File: src/rtl/if_stage_if.sv
// Instruction-memory bus between the fetch stage and instruction memory.
//   addr  : fetch address (driven by the fetch stage, equals its PC)
//   rdata : instruction word, combinational read of addr
interface if_stage_if;
  logic [31:0] addr;
  logic [31:0] rdata;

  modport master (output addr, input rdata);
  modport slave  (input addr, output rdata);
endinterface

File: src/rtl/if_stage.sv
// Instruction-fetch stage: PC register, PC+4 adder, next-PC select and the
// IF/ID pipeline register with stall (hold) and flush (bubble) control.
// Ports:
//   clk, rst_n            clock, asynchronous active-low reset
//   stall, flush          hazard-unit controls
//   branch_taken/target   branch redirect from ID
//   jump/jump_target      jump redirect from ID (wins over branch)
//   imem                  instruction-memory bus (addr out, rdata in)
//   pc                    current PC
//   ifid_instr/pc_plus4/valid   IF/ID register contents
module if_stage #(
  parameter logic [31:0] RESET_PC  = 32'h0000_0000,
  parameter logic [31:0] NOP_INSTR = 32'h0000_0000
) (
  input  logic              clk,
  input  logic              rst_n,
  input  logic              stall,
  input  logic              flush,
  input  logic              branch_taken,
  input  logic [31:0]       branch_target,
  input  logic              jump,
  input  logic [31:0]       jump_target,
  if_stage_if.master        imem,
  output logic [31:0]       pc,
  output logic [31:0]       ifid_instr,
  output logic [31:0]       ifid_pc_plus4,
  output logic              ifid_valid
);

  logic [31:0] pc_plus4;
  logic [31:0] target;
  logic [31:0] pc_next;
  logic        redirect;
  logic        ifid_bubble;

  assign imem.addr = pc;

  always_comb begin
    pc_plus4    = pc + 32'd4;
    redirect    = !stall && (jump || branch_taken);
    // Targets are forced word-aligned; jump has priority over branch.
    target      = jump ? (jump_target & 32'hFFFF_FFFC)
                       : (branch_target & 32'hFFFF_FFFC);
    pc_next     = pc_plus4;
    if (stall)
      pc_next = pc;
    else if (redirect)
      pc_next = target;
    // The word fetched during a redirect is on the wrong path.
    ifid_bubble = flush || redirect;
  end

  always_ff @(posedge clk or negedge rst_n) begin
    if (!rst_n)
      pc <= RESET_PC;
    else
      pc <= pc_next;
  end

  // Stall overrides flush and redirect; the hazard unit re-asserts them later.
  always_ff @(posedge clk or negedge rst_n) begin
    if (!rst_n) begin
      ifid_instr    <= NOP_INSTR;
      ifid_pc_plus4 <= 32'd0;
      ifid_valid    <= 1'b0;
    end else if (!stall) begin
      if (ifid_bubble) begin
        ifid_instr    <= NOP_INSTR;
        ifid_pc_plus4 <= 32'd0;
        ifid_valid    <= 1'b0;
      end else begin
        ifid_instr    <= imem.rdata;
        ifid_pc_plus4 <= pc_plus4;
        ifid_valid    <= 1'b1;
      end
    end
  end

endmodule

File: src/flat_wrapper.sv
// flat-port wrapper written by rule: the top's interface ports become plain ports
module if_stage_flat 
#(
  parameter logic [31:0] RESET_PC  = 32'h0000_0000,
  parameter logic [31:0] NOP_INSTR = 32'h0000_0000
)
  (clk, rst_n, stall, flush, branch_taken, branch_target, jump, jump_target, pc, ifid_instr, ifid_pc_plus4, ifid_valid, imem_addr, imem_rdata);
  if_stage_if imem_i ();
  input  logic clk;
  input  logic rst_n;
  input  logic stall;
  input  logic flush;
  input  logic branch_taken;
  input  logic [31:0] branch_target;
  input  logic jump;
  input  logic [31:0] jump_target;
  output logic [31:0] pc;
  output logic [31:0] ifid_instr;
  output logic [31:0] ifid_pc_plus4;
  output logic ifid_valid;
  output wire logic [$bits(imem_i.addr)-1:0] imem_addr;
  input wire logic [$bits(imem_i.rdata)-1:0] imem_rdata;
  assign imem_addr = imem_i.addr;
  assign imem_i.rdata = imem_rdata;
  if_stage #(.RESET_PC(RESET_PC), .NOP_INSTR(NOP_INSTR)) u_core (.clk(clk), .rst_n(rst_n), .stall(stall), .flush(flush), .branch_taken(branch_taken), .branch_target(branch_target), .jump(jump), .jump_target(jump_target), .imem(imem_i), .pc(pc), .ifid_instr(ifid_instr), .ifid_pc_plus4(ifid_pc_plus4), .ifid_valid(ifid_valid));
endmodule
File: config.mk
export PLATFORM = sky130hd
export DESIGN_NAME = if_stage_flat
export DESIGN_NICKNAME = d
export VERILOG_FILES = /design/src/rtl/if_stage_if.sv /design/src/rtl/if_stage.sv /design/src/flat_wrapper.sv
export SDC_FILE = /design/constraint.sdc
export NUM_CORES = 1
export LEC_CHECK = 0
export ABC_AREA = 1
export BUFFER_PORTS_ARGS = -buffer_cell sky130_fd_sc_hd__buf_2
export CAP_MARGIN = 40
export CORE_MARGIN = 10
export CORE_UTILIZATION = 43
export DETAILED_ROUTE_END_ITERATION = 10
export PLACE_DENSITY_LB_ADDON = 0.08
export SYNTH_ARGS = -nofsm -noshare
export SYNTH_HDL_FRONTEND = slang
export SYNTH_SLANG_ARGS = --single-unit
File: constraint.sdc
create_clock -name clk -period 1.3 [get_ports clk]
set_input_delay 0.195 -clock clk [delete_from_list [all_inputs] [get_ports clk]]
set_output_delay 0.195 -clock clk [all_outputs]
set_load 0.02 [all_outputs]
==> flow_summary.ini <==
[floorplanning]
die_w_um = 127.9
core_region_area_um2 = 11420
die_y_um = 127.9
ios = 231
initial_core_util = 0.4383
die_area_um2 = 16350
placementRows = 39

[synthesis]
synth_edf_count = 0
synth_area_leaders = dfrtp_1 47%, nand2_1 17%, buf_4 5.9%, a22o_1 5.8%, a21oi_1 4.3%
synth-seq-area-share = 0.4650
syn_inst = 605
synth_cell_types = 35
yosysWarnings = 0
avgSynthCellArea_um2 = 8.272
yosys.area.top_type = dfrtp_1
syn_area_um2 = 5005
ys_ff_latch = 93
synth_top_area_frac = 0.4650
synthFlopType = dfrtp_1
synthArstFlopShare = 1.000

[detailed_routing]
vias_per_cell = 4.991
wl_per_cell_um = 16.61
drt_pass1_iterations = 4
drt_iter0_drc = 188
vias = 5056
drc_errors = 0
wirelength_um = 16830
ant_nets = 0

[finish]
layout-drive-gt1-share = 0.4805
fin_util = 0.6509
fin_nets = 968
final_common_cell = nand2_1
fill_cells = 1034
syn_to_final_growth_pct = 48.50
final_cell_mix = 211 x nand2_1, 192 x buf_2, 80 x buf_4, 71 x dfrtp_1, 43 x a21oi_1
n_antenna_cell = 0
design_area_um2 = 7432
stdcell_count = 1013

[power_and_ir_drop]
leakage_uw = 0.004044
ir_worst_vdd_v = 0.0007778
finalPower_uw = 8854
p_per_area_nw_per_um2 = 1191

[flow_run]
drv_cap = 0

[outcome]
violations = negative setup slack
status = finished with violations

[clock_tree]
cts_buffers = 9
htree_levels = 3
cts_root_buffer = clkbuf_16
path_clk_slew_ps = 70
clk_path_buf_depth = 2
cts_tree = done
insertion_delay_ps = 340
clock-sinks = 93

[grt]
grt_overflow_total = 0
grt_pass1_vias = 5327
track_usage = 0.1994
antenna_found_initial = 1
grt_max_degree = 48
grt_pass1_wl_um = 26560

[placed_design]
place.gp.congestion = 0.8369
dpl_cell_area_um2 = 6629
hpwl_um = 12910
numPortBuffers = 220
place_inst = 987

[worst_setup_path]
cp.arrival_ps = 1730
r2r_end = u_core.imem.addr[26]
endpoint_kind = register
crit_fanout = 7
r2r_start = u_core.imem.addr[2]
cp-start-kind = register
critical_path.endpoint = u_core.imem.addr[26]
startpoint = u_core.imem.addr[2]
ff2ff_setup_slack_ps = -200
worstRegToRegCells = 10
required_ps = 1530
path_class = reg -> reg

[sta]
finalSetupViolCount = 50
period_minus_slack_ps = 1499
holdWs_ps = 64.95
grt_setup_unrepaired = true
postLayoutSetupSlackWorst_ps = -198.7
hold_viol_final = 0
max_freq_ghz = 0.6672
min_period_over_period = 1.153
finalClockSkew_ps = 7.433
slew_viol_final = 0

[min_path]
hp-start = imem_rdata[8]
min_path_type = in -> reg
==> stage by stage <==
stage / setup WS, ps / setup TNS [ps]
3_5_place_dp: -217.2 / -5851
2_1_floorplan: -163.1 / -2523
4_1_cts: -215.1 / -6033
6_report: -198.7 / -5541
5_1_grt: -278.3 / -9582
3_3_place_gp: -148.1 / -3609
==> state kept, by name (all words and copies together), names as in the netlist <==
name,count
u_core.ifid_pc_plus4,30
u_core.ifid_instr,32
u_core.ifid_valid,1
u_core.imem.addr,30
==> cell families (layout without fill, tap and decap cells) <==
| group | Yosys count | count (layout) | synth area share |
|---|---|---|---|
| simple gates | 316 | 316 | 0.2808 |
| compound gates | 100 | 100 | 0.1315 |
| flops | 93 | 93 | 0.4650 |
| buf+inv | 79 | 339 | 0.09025 |
| xor+xnor | 15 | 15 | 0.02925 |
| fa+ha+maj | 1 | 1 | 0.002500 |
| other cells | 1 | 6 | 0.0007493 |
==> timing repair <==
| item | in CTS | in global routing |
|---|---|---|
| hold endpoints to repair | 93 | 0 |
| buffers inserted | 5 | 7 |
| hold buffers | 1 | 0 |
| setup endpoints to repair | 54 | 76 |
| pin swaps | 18 | 28 |
| gates resized for setup | 25 | 83 |
==> per-layer routing <==
| metal | wire [um] | share of wire | track usage | vias up |
|---|---|---|---|---|
| li1 | - | - | - | 2450 |
| met1 | 6464 | 0.38 | 0.2206 | 2438 |
| met2 | 8548 | 0.51 | 0.3470 | 154 |
| met3 | 1620 | 0.096 | 0.08313 | 12 |
| met4 | 179 | 0.011 | 0.04768 | 2 |
| met5 | 13 | 0.00077 | 0 | - |
==> cell type report <==
type                    count  area (um^2)  area share
clock buffers               9        225.2     0.03030
clock inverters             7        122.6     0.01650
inverters                  18        70.07    0.009428
multi-input cells         438         2479      0.3335
flip-flops and latches     93         2355      0.3168
well taps                 143        178.9     0.02407
repair buffers            305         2002      0.2694
==> critical path, cell delays in order, from the launching register on <==
cell and delay (ps):
dfrtp_2 400, ha_4 160, nand3_4 90, nor2_8 150, nand2_4 90, nor2_8 170, nand2_1 70, nand2_1 80
nand2_2 70, nand2_1 60, nand2_1 40
==> synthesized netlist by cell type (all sizes together), types with 2 or more instances <==
cell type / count
o211ai: 7
a21oi: 43
nand3: 15
nand3b: 11
clkbuf: 14
dfrtp: 93
o221ai: 2
xor2: 8
a22o: 33
inv: 18
o21ai: 12
nand4: 3
nor2: 44
nand2: 236
xnor2: 7
buf: 47
or2: 6
==> report_power, final <==
group	internal, uW	switching, uW
clock network	1890	1160
logic	1090	1400
registers	3120	199
total	6090	2760
==> how the worst min path moves through the flow <==
stage,endpoint,slack (ps),depth (start not counted)
floorplan,u_core.ifid_instr[0],-100,0
global route,u_core.ifid_instr[29],60,2
CTS,u_core.ifid_instr[8],60,2
global placement,u_core.ifid_pc_plus4[14],7,1
detailed placement,u_core.ifid_pc_plus4[14],7,1
finish,u_core.ifid_instr[8],60,2
(Power assumes the default switching activity.)
